## src/rtl/shift_reg_seq_pkg.sv

```systemverilog
// Shared definitions for the parallel-to-serial burst sequencer.
package shift_reg_seq_pkg;

    // Sequencer control state: waiting for a burst, or emitting one.
    typedef enum logic {
        StIdle,
        StShift
    } shift_seq_state_e;

endpackage

```

## src/rtl/shift_reg.sv

```systemverilog
// Multi-stage shift register with optional per-stage parallel load.
// Stage 0 takes serial_i; the last stage drives serial_o.
module shift_reg #(
    parameter int unsigned NUM_STAGES           = 4,
    parameter int unsigned DATA_WIDTH           = 8,
    parameter bit          PARALLEL_LOAD_ENABLE = 1'b1
) (
    input  logic                             clk_i,
    input  logic                             arst_ni,
    input  logic [DATA_WIDTH-1:0]            serial_i,
    input  logic [NUM_STAGES-1:0]            load_en_i,
    input  logic [NUM_STAGES*DATA_WIDTH-1:0] parallel_loads_i,
    output logic [NUM_STAGES*DATA_WIDTH-1:0] parallel_outs_o,
    output logic [DATA_WIDTH-1:0]            serial_o
);

    logic [NUM_STAGES*DATA_WIDTH-1:0] stages_d, stages_q;

    // Each stage either loads its parallel word or takes the previous stage.
    always_comb begin
        stages_d = stages_q;
        for (int i = 0; i < int'(NUM_STAGES); i++) begin
            if (i == 0) begin
                stages_d[0 +: DATA_WIDTH] = serial_i;
            end else begin
                stages_d[i*DATA_WIDTH +: DATA_WIDTH] = stages_q[(i-1)*DATA_WIDTH +: DATA_WIDTH];
            end
            if (PARALLEL_LOAD_ENABLE && load_en_i[i]) begin
                stages_d[i*DATA_WIDTH +: DATA_WIDTH] = parallel_loads_i[i*DATA_WIDTH +: DATA_WIDTH];
            end
        end
    end

    // Stage storage, cleared asynchronously.
    always_ff @(posedge clk_i or negedge arst_ni) begin
        if (!arst_ni) begin
            stages_q <= '0;
        end else begin
            stages_q <= stages_d;
        end
    end

    assign parallel_outs_o = stages_q;
    assign serial_o        = stages_q[(NUM_STAGES-1)*DATA_WIDTH +: DATA_WIDTH];

endmodule

```

## src/rtl/shift_reg_seq.sv

```systemverilog
// Burst sequencer: loads up to NUM_STAGES words into a shift_reg and emits
// the first par_len_i of them one per serial handshake. Load enables are
// generated here so the free-running register can stall (recirculate).
module shift_reg_seq
    import shift_reg_seq_pkg::*;
#(
    parameter int unsigned NUM_STAGES = 4,
    parameter int unsigned DATA_WIDTH = 8
) (
    input  logic                               clk_i,
    input  logic                               arst_ni,
    input  logic [NUM_STAGES*DATA_WIDTH-1:0]   par_data_i,
    input  logic [$clog2(NUM_STAGES+1)-1:0]    par_len_i,
    input  logic                               par_valid_i,
    output logic                               par_ready_o,
    output logic [DATA_WIDTH-1:0]              ser_data_o,
    output logic                               ser_valid_o,
    output logic                               ser_last_o,
    input  logic                               ser_ready_i,
    output logic                               busy_o
);

    localparam int unsigned CntW = $clog2(NUM_STAGES + 1);
    localparam type data_t = logic [DATA_WIDTH-1:0];
    localparam logic [CntW-1:0] MaxLen = CntW'(NUM_STAGES);
    localparam logic [CntW-1:0] OneCnt = CntW'(1);

    shift_seq_state_e state_d, state_q;
    logic [CntW-1:0]  cnt_d, cnt_q;

    logic [CntW-1:0]                  len_eff;
    logic                             accept;
    logic                             load_burst;
    logic                             advance;
    logic [NUM_STAGES-1:0]            load_en;
    logic [NUM_STAGES*DATA_WIDTH-1:0] parallel_loads;
    logic [NUM_STAGES*DATA_WIDTH-1:0] parallel_outs;
    data_t                            serial_out;

    // Handshake decode; par_ready_o is forced low while reset is held.
    always_comb begin
        len_eff     = (par_len_i > MaxLen) ? MaxLen : par_len_i;
        par_ready_o = arst_ni && ((state_q == StIdle) ||
                                  ((state_q == StShift) && (cnt_q == OneCnt) && ser_ready_i));
        accept      = par_valid_i && par_ready_o;
        load_burst  = accept && (len_eff != '0);
        advance     = (state_q == StShift) && ser_ready_i;
    end

    // Load enables: new burst wins, else shift on accept, else recirculate to hold.
    always_comb begin
        load_en        = '1;
        parallel_loads = parallel_outs;
        if (load_burst) begin
            // Word 0 goes to the last stage so it is emitted first.
            for (int k = 0; k < int'(NUM_STAGES); k++) begin
                parallel_loads[(int'(NUM_STAGES)-1-k)*DATA_WIDTH +: DATA_WIDTH] =
                    par_data_i[k*DATA_WIDTH +: DATA_WIDTH];
            end
        end else if (advance) begin
            load_en = '0;
        end
    end

    // Next state and word counter; a load overrides the end-of-burst return to idle.
    always_comb begin
        state_d = state_q;
        cnt_d   = cnt_q;
        if (advance) begin
            cnt_d = cnt_q - OneCnt;
            if (cnt_q == OneCnt) begin
                state_d = StIdle;
            end
        end
        if (load_burst) begin
            state_d = StShift;
            cnt_d   = len_eff;
        end
    end

    // Control state registers.
    always_ff @(posedge clk_i or negedge arst_ni) begin
        if (!arst_ni) begin
            state_q <= StIdle;
            cnt_q   <= '0;
        end else begin
            state_q <= state_d;
            cnt_q   <= cnt_d;
        end
    end

    shift_reg #(
        .NUM_STAGES           (NUM_STAGES),
        .DATA_WIDTH           (DATA_WIDTH),
        .PARALLEL_LOAD_ENABLE (1'b1)
    ) u_shift_reg (
        .clk_i            (clk_i),
        .arst_ni          (arst_ni),
        .serial_i         ('0),
        .load_en_i        (load_en),
        .parallel_loads_i (parallel_loads),
        .parallel_outs_o  (parallel_outs),
        .serial_o         (serial_out)
    );

    // Outputs are pure functions of the registers.
    always_comb begin
        ser_data_o  = serial_out;
        ser_valid_o = (state_q == StShift);
        ser_last_o  = (state_q == StShift) && (cnt_q == OneCnt);
        busy_o      = (state_q == StShift);
    end

endmodule

```

## config.mk

```make
export PLATFORM = sky130hd
export DESIGN_NAME = shift_reg_seq
export DESIGN_NICKNAME = d
export VERILOG_FILES = /design/src/rtl/shift_reg_seq_pkg.sv /design/src/rtl/shift_reg.sv /design/src/rtl/shift_reg_seq.sv
export SDC_FILE = /design/constraint.sdc
export NUM_CORES = 1
export LEC_CHECK = 0
export CAP_MARGIN = 20
export CORE_MARGIN = 3
export CORE_UTILIZATION = 37
export DETAILED_ROUTE_END_ITERATION = 16
export PLACE_DENSITY = 0.68
export SYNTH_ARGS = -nofsm -noshare
export SYNTH_HDL_FRONTEND = slang
export SYNTH_SLANG_ARGS = --single-unit
```

## constraint.sdc

```tcl
create_clock -name clk_i -period 2 [get_ports clk_i]
set_input_delay 0.5 -clock clk_i [delete_from_list [all_inputs] [get_ports clk_i]]
set_output_delay 0.5 -clock clk_i [all_outputs]
set_load 0.01 [all_outputs]
```

======== Word-level counts from Yosys, hierarchy flattened ========
Index checks and enable logic that the tools add are counted.
Widths: inputs -> output; s select.
storage, ports and cells
  bits in registers ....................... 36
  input bits .............................. 39
  output and inout port bits .............. 12
  logic and storage cells ................. 38
cells by class
  add/subtract/negate cells ............... 1
  $lt $le $gt $ge ......................... 1
  equality and inequality tests ........... 5
  multiplexer cells ....................... 13
  bitwise operators ....................... 1
  reduce and logical (&&, ||, !) cells .... 11
operators by type and width
  operator             number
  $mux 32              1
  $mux 8               4
  $mux 3               3
  $mux 4               2
  $ne 2x2->1 const B   4
  $logic_and 1x1->1    6
  $reduce_bool 2->1    2
  $eq 3x1->1 const B   1
  $gt 3x3->1 const B   1
  $mux 1               3
  $reduce_bool 3->1    1
  $sub 3x1->3 const B  1
  $reduce_and 2->1     1
  $logic_or 1x1->1     1
  $not 1->1            1

======== Logic depth before layout (Yosys ltp) ========
Gate-level depths: netlist (run 1).
  depth in word-level cells ............... 9
  mapped depth ............................ 7
  depth with buffers taken out ............ 5

======== Modules after synthesis ========
Synthesis (run 1) repeated with hierarchy kept, for this count alone.
unflattened totals
  cell total of the unflattened synthesis .. 148
  area, all modules ....................... 2118.3 um^2
by module, submodules not included
  module         times used  cells an instance  area each (um^2)
  shift_reg      1           76                 1386.3
  shift_reg_seq  1           72                 732.0

======== Least setup slack after synthesis (run 1) ========
Ideal clock, no wire load.
  path type ............................... input to register
  from .................................... input par_len_i[0]
  to ...................................... register cnt_q[1]
  library setup time ...................... 0.125 ns
  arrival time ............................ 1.459 ns
  slack ................................... 0.416 ns
  stages on the path ...................... 5
  buffers on the path ..................... 2
  cells stage by stage .................... o311ai_1 a21o_1 buf_6 buf_6 mux2_4
between the ends
  word-level cells in the longest chain between the ends .. 5
ends and longest elaborated chain
  what                                         RTL line             RTL
  start: declaration                           shift_reg_seq.sv:13  input logic [$clog2(NUM_STAGES+1)-1:0] par_len_i,
  $gt 3x3->1                                   shift_reg_seq.sv:42  len_eff = (par_len_i > MaxLen) ? MaxLen : par_len_i;
  $mux 3 (*)                                   shift_reg_seq.sv:42
  $reduce_bool 3->1                            shift_reg_seq.sv:46  load_burst = accept && (len_eff != '0);
  $logic_and 1x1->1                            shift_reg_seq.sv:46
  $mux 3 or $reduce_bool 2->1 (tied branches)  --
  end signal: assignment                       shift_reg_seq.sv:88  cnt_q <= cnt_d;
  end: declaration                             shift_reg_seq.sv:29  logic [CntW-1:0] cnt_d, cnt_q;
Every way passes the cells marked *; elsewhere a longest branch is shown, timed or not.
A chain may end at the register's enable or synchronous reset.

======== Worst setup path in the final report (run 1) ========
  from .................................... input ser_ready_i
  to ...................................... output par_ready_o
between the ends
  word-level cells in the longest chain between the ends .. 3
ends and longest elaborated chain
  what                RTL line             RTL
  start: declaration  shift_reg_seq.sv:19  input logic ser_ready_i,
  $logic_and 1x1->1   shift_reg_seq.sv:44  ((state_q == StShift) && (cnt_q == OneCnt) && ser_ready_i));
  $logic_or 1x1->1    shift_reg_seq.sv:43  par_ready_o = arst_ni && ((state_q == StIdle) ||
  $logic_and 1x1->1   shift_reg_seq.sv:43
  end: declaration    shift_reg_seq.sv:15  output logic par_ready_o,
Every way passes these cells.

==> out/qor.yml, run 1 <==
critPathCaptureType: "output port"
p_clk_share_pct: 15.3
slew_headroom_pct: 69.1
boundaryPins: 51
min_period_over_period_pct: 96.1
path_cells: "clkdlybuf4s50_1 -> nand3b_1 -> nand2_1 -> and2_1 -> buf_2"
overflow: 0
grt_max_degree: 37
reg2reg_depth: 6
status: "finished clean"
grt_setup_unrepaired: "false"
ant_nets: 0
dr.pass1.iters: 4
synth.ff_latch_count: 36
initial_utilization_pct: 40.0
synth.largest_area_cell: "dfrtp_1"
critPathRequiredTime_ps: 1500
p_per_area_mw_per_mm2: 1230
vias: 1204
diodes: 0
cts_tree: "yes"
drv_cap: 0
fmax_ghz: 0.520
viasPerCell: 4.56
ys_warn_count: 0
ys_types: 21
htreeDepth: 2
wl_mm: 3.80
rr_endpoint: "u_shift_reg.parallel_outs_o[9]$_DFFE_PN0P_"
clock_sinks: 36
dieHeight_um: 78.8
hold_path_class: "in -> async"
gp_congestion: 0.687
cpMaxStageDelayCell: "clkdlybuf4s50_1"
finalSetupTns_ps: 0
path_clk_slew_ps: 70
startpoint: "ser_ready_i"
nNetsFinal: 238
ys_seq_area_share_pct: 45.9
wl_per_cell_um: 14.4
syn_area_per_cell_um2: 13.5
place_area_mm2: 0.00253
dpl.hpwl_mm: 2.89
holdWs_ps: 270
cpPeakStageDelay_ps: 490
drt-met1-wl_mm: 1.61
clock_latency_ps: 280
r2r_start: "cnt_q[1]$_DFFE_PN0P_"
drc: 0
antenna_found_initial: 0
grt_pass1_vias: 1338
synthesis.nets: 186
p_sw_mw: 0.928
cp.arrival_ps: 1420
dr_wl_met2_mm: 1.98
tightest_slew_ps: 463
setup_viol: 0
clock_skew_ps: 4.79
fill_cells: 437
die_w_um: 78.8
ir_drop_v: 0.000343
power_mw: 3.19
top_layer_used: "met4"
hold_viol: 0
track_usage_pct: 13.4
cp_max_fo: 2
pwr-share-comb_pct: 46.4
crit_type: "in -> out"
num_rows: 25
post_synth_main_area_contributors: "dfrtp_1 46%, mux2_4 17%, mux2_1 12%"
core_mm2: 0.00491
clk_path_buf_depth: 2
maxSlewViolCount: 0
power.internal_mw: 2.26
routed-wl-met3_um: 128
syn_to_final_growth_pct: 32.4
leakagePower_nw: 1.32
crit_path_start_kind: "input port"
cts_buffers: 5
period_needed_ps: 1920
first_iter_violations: 86
die_area_mm2: 0.00622
final_area_mm2: 0.00260
root_buffer: "clkbuf_8"
seqPwrFrac_pct: 38.3
syn_inst: 145
r2r_slack_ps: 380
port_buffers: 50
drive_above_1_share_pct: 25.4
yosys.area.top_type_share_pct: 45.9
syn_area_mm2: 0.00196
grt_pass1_wl_mm: 6.42
p_sw_share_pct: 29.1
[cell usage after synthesis (all sizes together)]
cell	instances
mux2	50
dfrtp	36
buf	16
nand2	11
inv	10
mux2i	10
ha	2
xnor2	2
a21o	1
and2	1
and3b	1
nand2b	1
nand3	1
nand3b	1
nor2b	1
o311ai	1
[worst max-delay path, delay by kind of cell]
kind / cells / cell delay (ps)
buffers and inverters: 2 / 610
and+or+nand+nor: 3 / 310
[power by group through the flow]
stage	clock network (mW)	registers (mW)	logic [mW]
after CTS	0.494	1.23	1.50
after global routing	0.538	1.27	1.60
after global placement	0	1.21	1.44
after floorplan	0	1.18	1.15
after detailed placement	0	1.25	1.51
final	0.487	1.22	1.48
[cells in the final DEF (no fill, tap or decap), types with 2 or more instances in the layout]
cell type,instances
clkdlybuf4s50_1,47
mux2_4,22
mux2i_1,10
buf_4,8
inv_1,10
xnor2_1,2
buf_2,2
mux2_1,21
clkbuf_8,5
buf_12,3
dfrtp_1,36
nand2_1,10
mux2_2,7
ha_1,2
[layer usage]
metal  vias to the layer above  GRT usage (%)
met1                       585           15.9
met3                         6           3.63
met4                         0           6.01
met2                        27           22.5
met5                         -              0
li1                        586              -
[through the flow]
stage               utilization [%]  setup slack, ps  instances
floorplan                         -              416        145
global placement               51.5             -301        257
detailed placement             51.5             -321        257
CTS                            52.9             91.9        264
global route                   52.9             46.9        264
finish                         52.9             77.6        264
[registers in the layout, indices dropped and copies added (netlist names)]
register and flops:
busy_o 1, cnt_q 3, u_shift_reg.parallel_outs_o 32
[layout make-up]
type / count / area, um2 / share of cell area, %
sequential: 36 / 901 / 34.7
clock buffer: 6 / 72.6 / 2.79
timing repair buffer: 61 / 609 / 23.4
tap: 67 / 83.8 / 3.23
clock inverter: 1 / 5.00 / 0.193
multi-input combinational: 83 / 890 / 34.2
inverter: 10 / 37.5 / 1.44
[cells by family (layout without fill, tap and decap cells)]
group / after synthesis / count (layout) / synth area share, %
adder cells (fa/ha/maj): 2 / 2 / 1.27
AND/OR/NAND/NOR: 17 / 17 / 4.27
AO/OA/AOI/OAI: 2 / 2 / 0.829
multiplexers: 60 / 60 / 38.0
XOR/XNOR: 2 / 2 / 0.892
buffers and inverters: 26 / 78 / 8.86
flip-flops: 36 / 36 / 45.9
[worst max path at each step]
stage / endpoint / cells after the start
floorplan: cnt_q[1]$_DFFE_PN0P_ / 5
global placement: par_ready_o / 5
detailed placement: par_ready_o / 5
CTS: par_ready_o / 5
global route: par_ready_o / 5
finish: par_ready_o / 5
[timing repair]
item | 4_1_cts | 5_1_grt
resized for setup | 5 | 0
setup buffers | 0 | 0
hold buffers | 0 | 0
endpoints found under the setup margin | 2 | 0
No activity file was read; power rests on OpenSTA's default activity.
==> run 2, diff against run 1 <==
Settings changed: CAP_MARGIN 20 to default.
==> results of run 2 <==
No change in the layout: final DEF, timing and power equal those of run 1.
==> run 3, diff against run 2 <==
Settings changed: CELL_PAD_IN_SITES_DETAIL_PLACEMENT from default to 0, CELL_PAD_IN_SITES_GLOBAL_PLACEMENT from default to 1, CORE_UTILIZATION 37 to 39, PLACE_DENSITY 0.68 to 0.85.
==> run 3 against run 2 <==
Critical path depth stayed put; power is 0.57% lower; register-to-register slack worse by 110 ps; critical endpoint unchanged; largest cell class unchanged.
==> out/qor.yml, run 3 (synthesis gave the netlist of run 1 again) <==
status: "finished clean"  # unchanged
final_cell_mix: "47 x clkdlybuf4s50_1, 36 x dfrtp_1, 22 x mux2_4"  # unchanged
power.internal_mw: 2.24  # was 2.26 mW
die_w_um: 77.0  # was 78.8 um
tightest_slew_ps: 377  # was 463 ps
ant_nets: 0  # unchanged
htreeDepth: 2  # unchanged
viasPerCell: 4.65  # was 4.56
clk_path_buf_depth: 2  # unchanged
track_usage_pct: 14.3  # was 13.4%
r2r_slack_ps: 270  # was 380 ps
drive_above_1_share_pct: 24.6  # was 25.4%
initial_utilization_pct: 41.0  # was 40.0%
overflow: 0  # unchanged
min_period_over_period_pct: 96.3  # was 96.1%
critPathRequiredTime_ps: 1500  # about the same
hold_buffers: 0  # unchanged
vias: 1217  # was 1204
drt-met1-wl_mm: 1.58  # was 1.61 mm
ir_drop_v: 0.000425  # was 0.000343 V
holdWs_ps: 189  # was 270 ps
nNetsFinal: 236  # was 238
cp.arrival_ps: 1430  # was 1420 ps
first_iter_violations: 70  # was 86
gp_congestion: 0.681  # was 0.687
dpl.hpwl_mm: 3.05  # was 2.89 mm
wl_per_cell_um: 14.7  # was 14.4 um
crit_path_start_kind: "input port"  # unchanged
period_needed_ps: 1930  # was 1920 ps
p_clk_share_pct: 15.1  # was 15.3%
p_sw_mw: 0.932  # was 0.928 mW
grt_pass1_vias: 1363  # was 1338
leakagePower_nw: 1.30  # was 1.32 nW
startpoint: "ser_ready_i"  # unchanged
drv_cap: 0  # unchanged
largest_register_ffs: 32  # unchanged
cp_max_fo: 2  # unchanged
die_area_mm2: 0.00592  # was 0.00622 mm2
cts.repair.resized: 5  # unchanged
port_buffers: 50  # unchanged
grt_pass1_wl_mm: 6.62  # was 6.42 mm
p_per_area_mw_per_mm2: 1230  # about the same
layout_commonest_cell: "clkdlybuf4s50_1"  # unchanged
grt_setup_unrepaired: "false"  # unchanged
seqPwrFrac_pct: 38.8  # was 38.3%
post-cts-setup-buffers: 0  # unchanged
setup_viol: 0  # unchanged
diodes: 0  # unchanged
core_mm2: 0.00479  # was 0.00491 mm2
grt_max_degree: 30  # was 37
dieHeight_um: 77.0  # was 78.8 um
cts_buffers: 5  # unchanged
p_sw_share_pct: 29.4  # was 29.1%
dr_wl_met2_mm: 2.03  # was 1.98 mm
finalSetupTns_ps: 0  # unchanged
clock_sinks: 36  # unchanged
drc: 0  # unchanged
clock_skew_ps: 4.77  # was 4.79 ps
boundaryPins: 51  # unchanged
rr_endpoint: "u_shift_reg.parallel_outs_o[9]$_DFFE_PN0P_"  # unchanged
routed-wl-met3_um: 169  # was 128 um
cts_tree: "yes"  # unchanged
hold_path_class: "in -> async"  # unchanged
fmax_ghz: 0.519  # was 0.520 GHz
clock_latency_ps: 280  # about the same
path_clk_slew_ps: 70  # about the same
hold_viol: 0  # unchanged
pwr-share-comb_pct: 46.1  # was 46.4%
crit_type: "in -> out"  # unchanged
maxSlewViolCount: 0  # unchanged
wl_mm: 3.85  # was 3.80 mm
dr.pass1.iters: 4  # unchanged
syn_to_final_growth_pct: 31.0  # was 32.4%
r2r_start: "cnt_q[1]$_DFFE_PN0P_"  # unchanged
critPathCaptureType: "output port"  # unchanged
reg2reg_depth: 7  # was 6
slew_headroom_pct: 74.9  # was 69.1%
root_buffer: "clkbuf_8"  # unchanged
antenna_found_initial: 0  # unchanged
top_layer_used: "met4"  # unchanged
num_rows: 25  # unchanged
-- run 3: cell types whose count changed in the layout (fill, tap and decap cells not counted), sizes merged --
cell | before | now
buf | 13 | 11
-- run 3: worst max-delay path by stage --
stage	end	depth (start not counted)
floorplan	cnt_q[1]$_DFFE_PN0P_	5
global placement	par_ready_o	5
detailed placement	par_ready_o	5
CTS	par_ready_o	5
global route	u_shift_reg.parallel_outs_o[9]$_DFFE_PN0P_	5
finish	par_ready_o	5
-- run 3: cell type report --
type / instances / area (um2)
tap: 67 / 83.8
inverter: 10 / 37.5
fill: 420 / 2210
clock buffer: 6 / 72.6
timing repair buffer: 59 / 582
multi-input combinational: 83 / 890
sequential: 36 / 901
clock inverter: 1 / 5.00
-- run 3: power groups by stage --
stage | Combinational, mW | Clock (mW) | Sequential [mW]
6_report | 1.46 | 0.479 | 1.23
5_1_grt | 1.59 | 0.514 | 1.27
4_1_cts | 1.49 | 0.493 | 1.24
3_5_place_dp | 1.49 | 0 | 1.25
3_3_place_gp | 1.41 | 0 | 1.21
2_1_floorplan | 1.15 | 0 | 1.18
-- run 3: worst max-delay path, cell delays in order --
cell	delay, ps
clkdlybuf4s50_1	480
nand3b_1	100
nand2_1	90
and2_1	130
buf_2	120
-- run 3: metrics by stage --
step                setup WS (ps)  area, um2  instances  utilization [%]  power [mW]
floorplan                     416       1960        145                -        2.32
global placement             -299       2500        255             52.2        2.63
detailed placement           -341       2500        255             52.2        2.74
CTS                          70.7       2570        262             53.7        3.22
global route                 27.2       2570        262             53.7        3.37
finish                       73.0       2570        262             53.7        3.17
-- run 3: routing by layer --
metal | GRT usage (%) | up-vias
met2 | 24.8 | 31
met4 | 5.98 | 0
met5 | 0 | -
met1 | 16.8 | 599
li1 | - | 578
met3 | 3.29 | 9
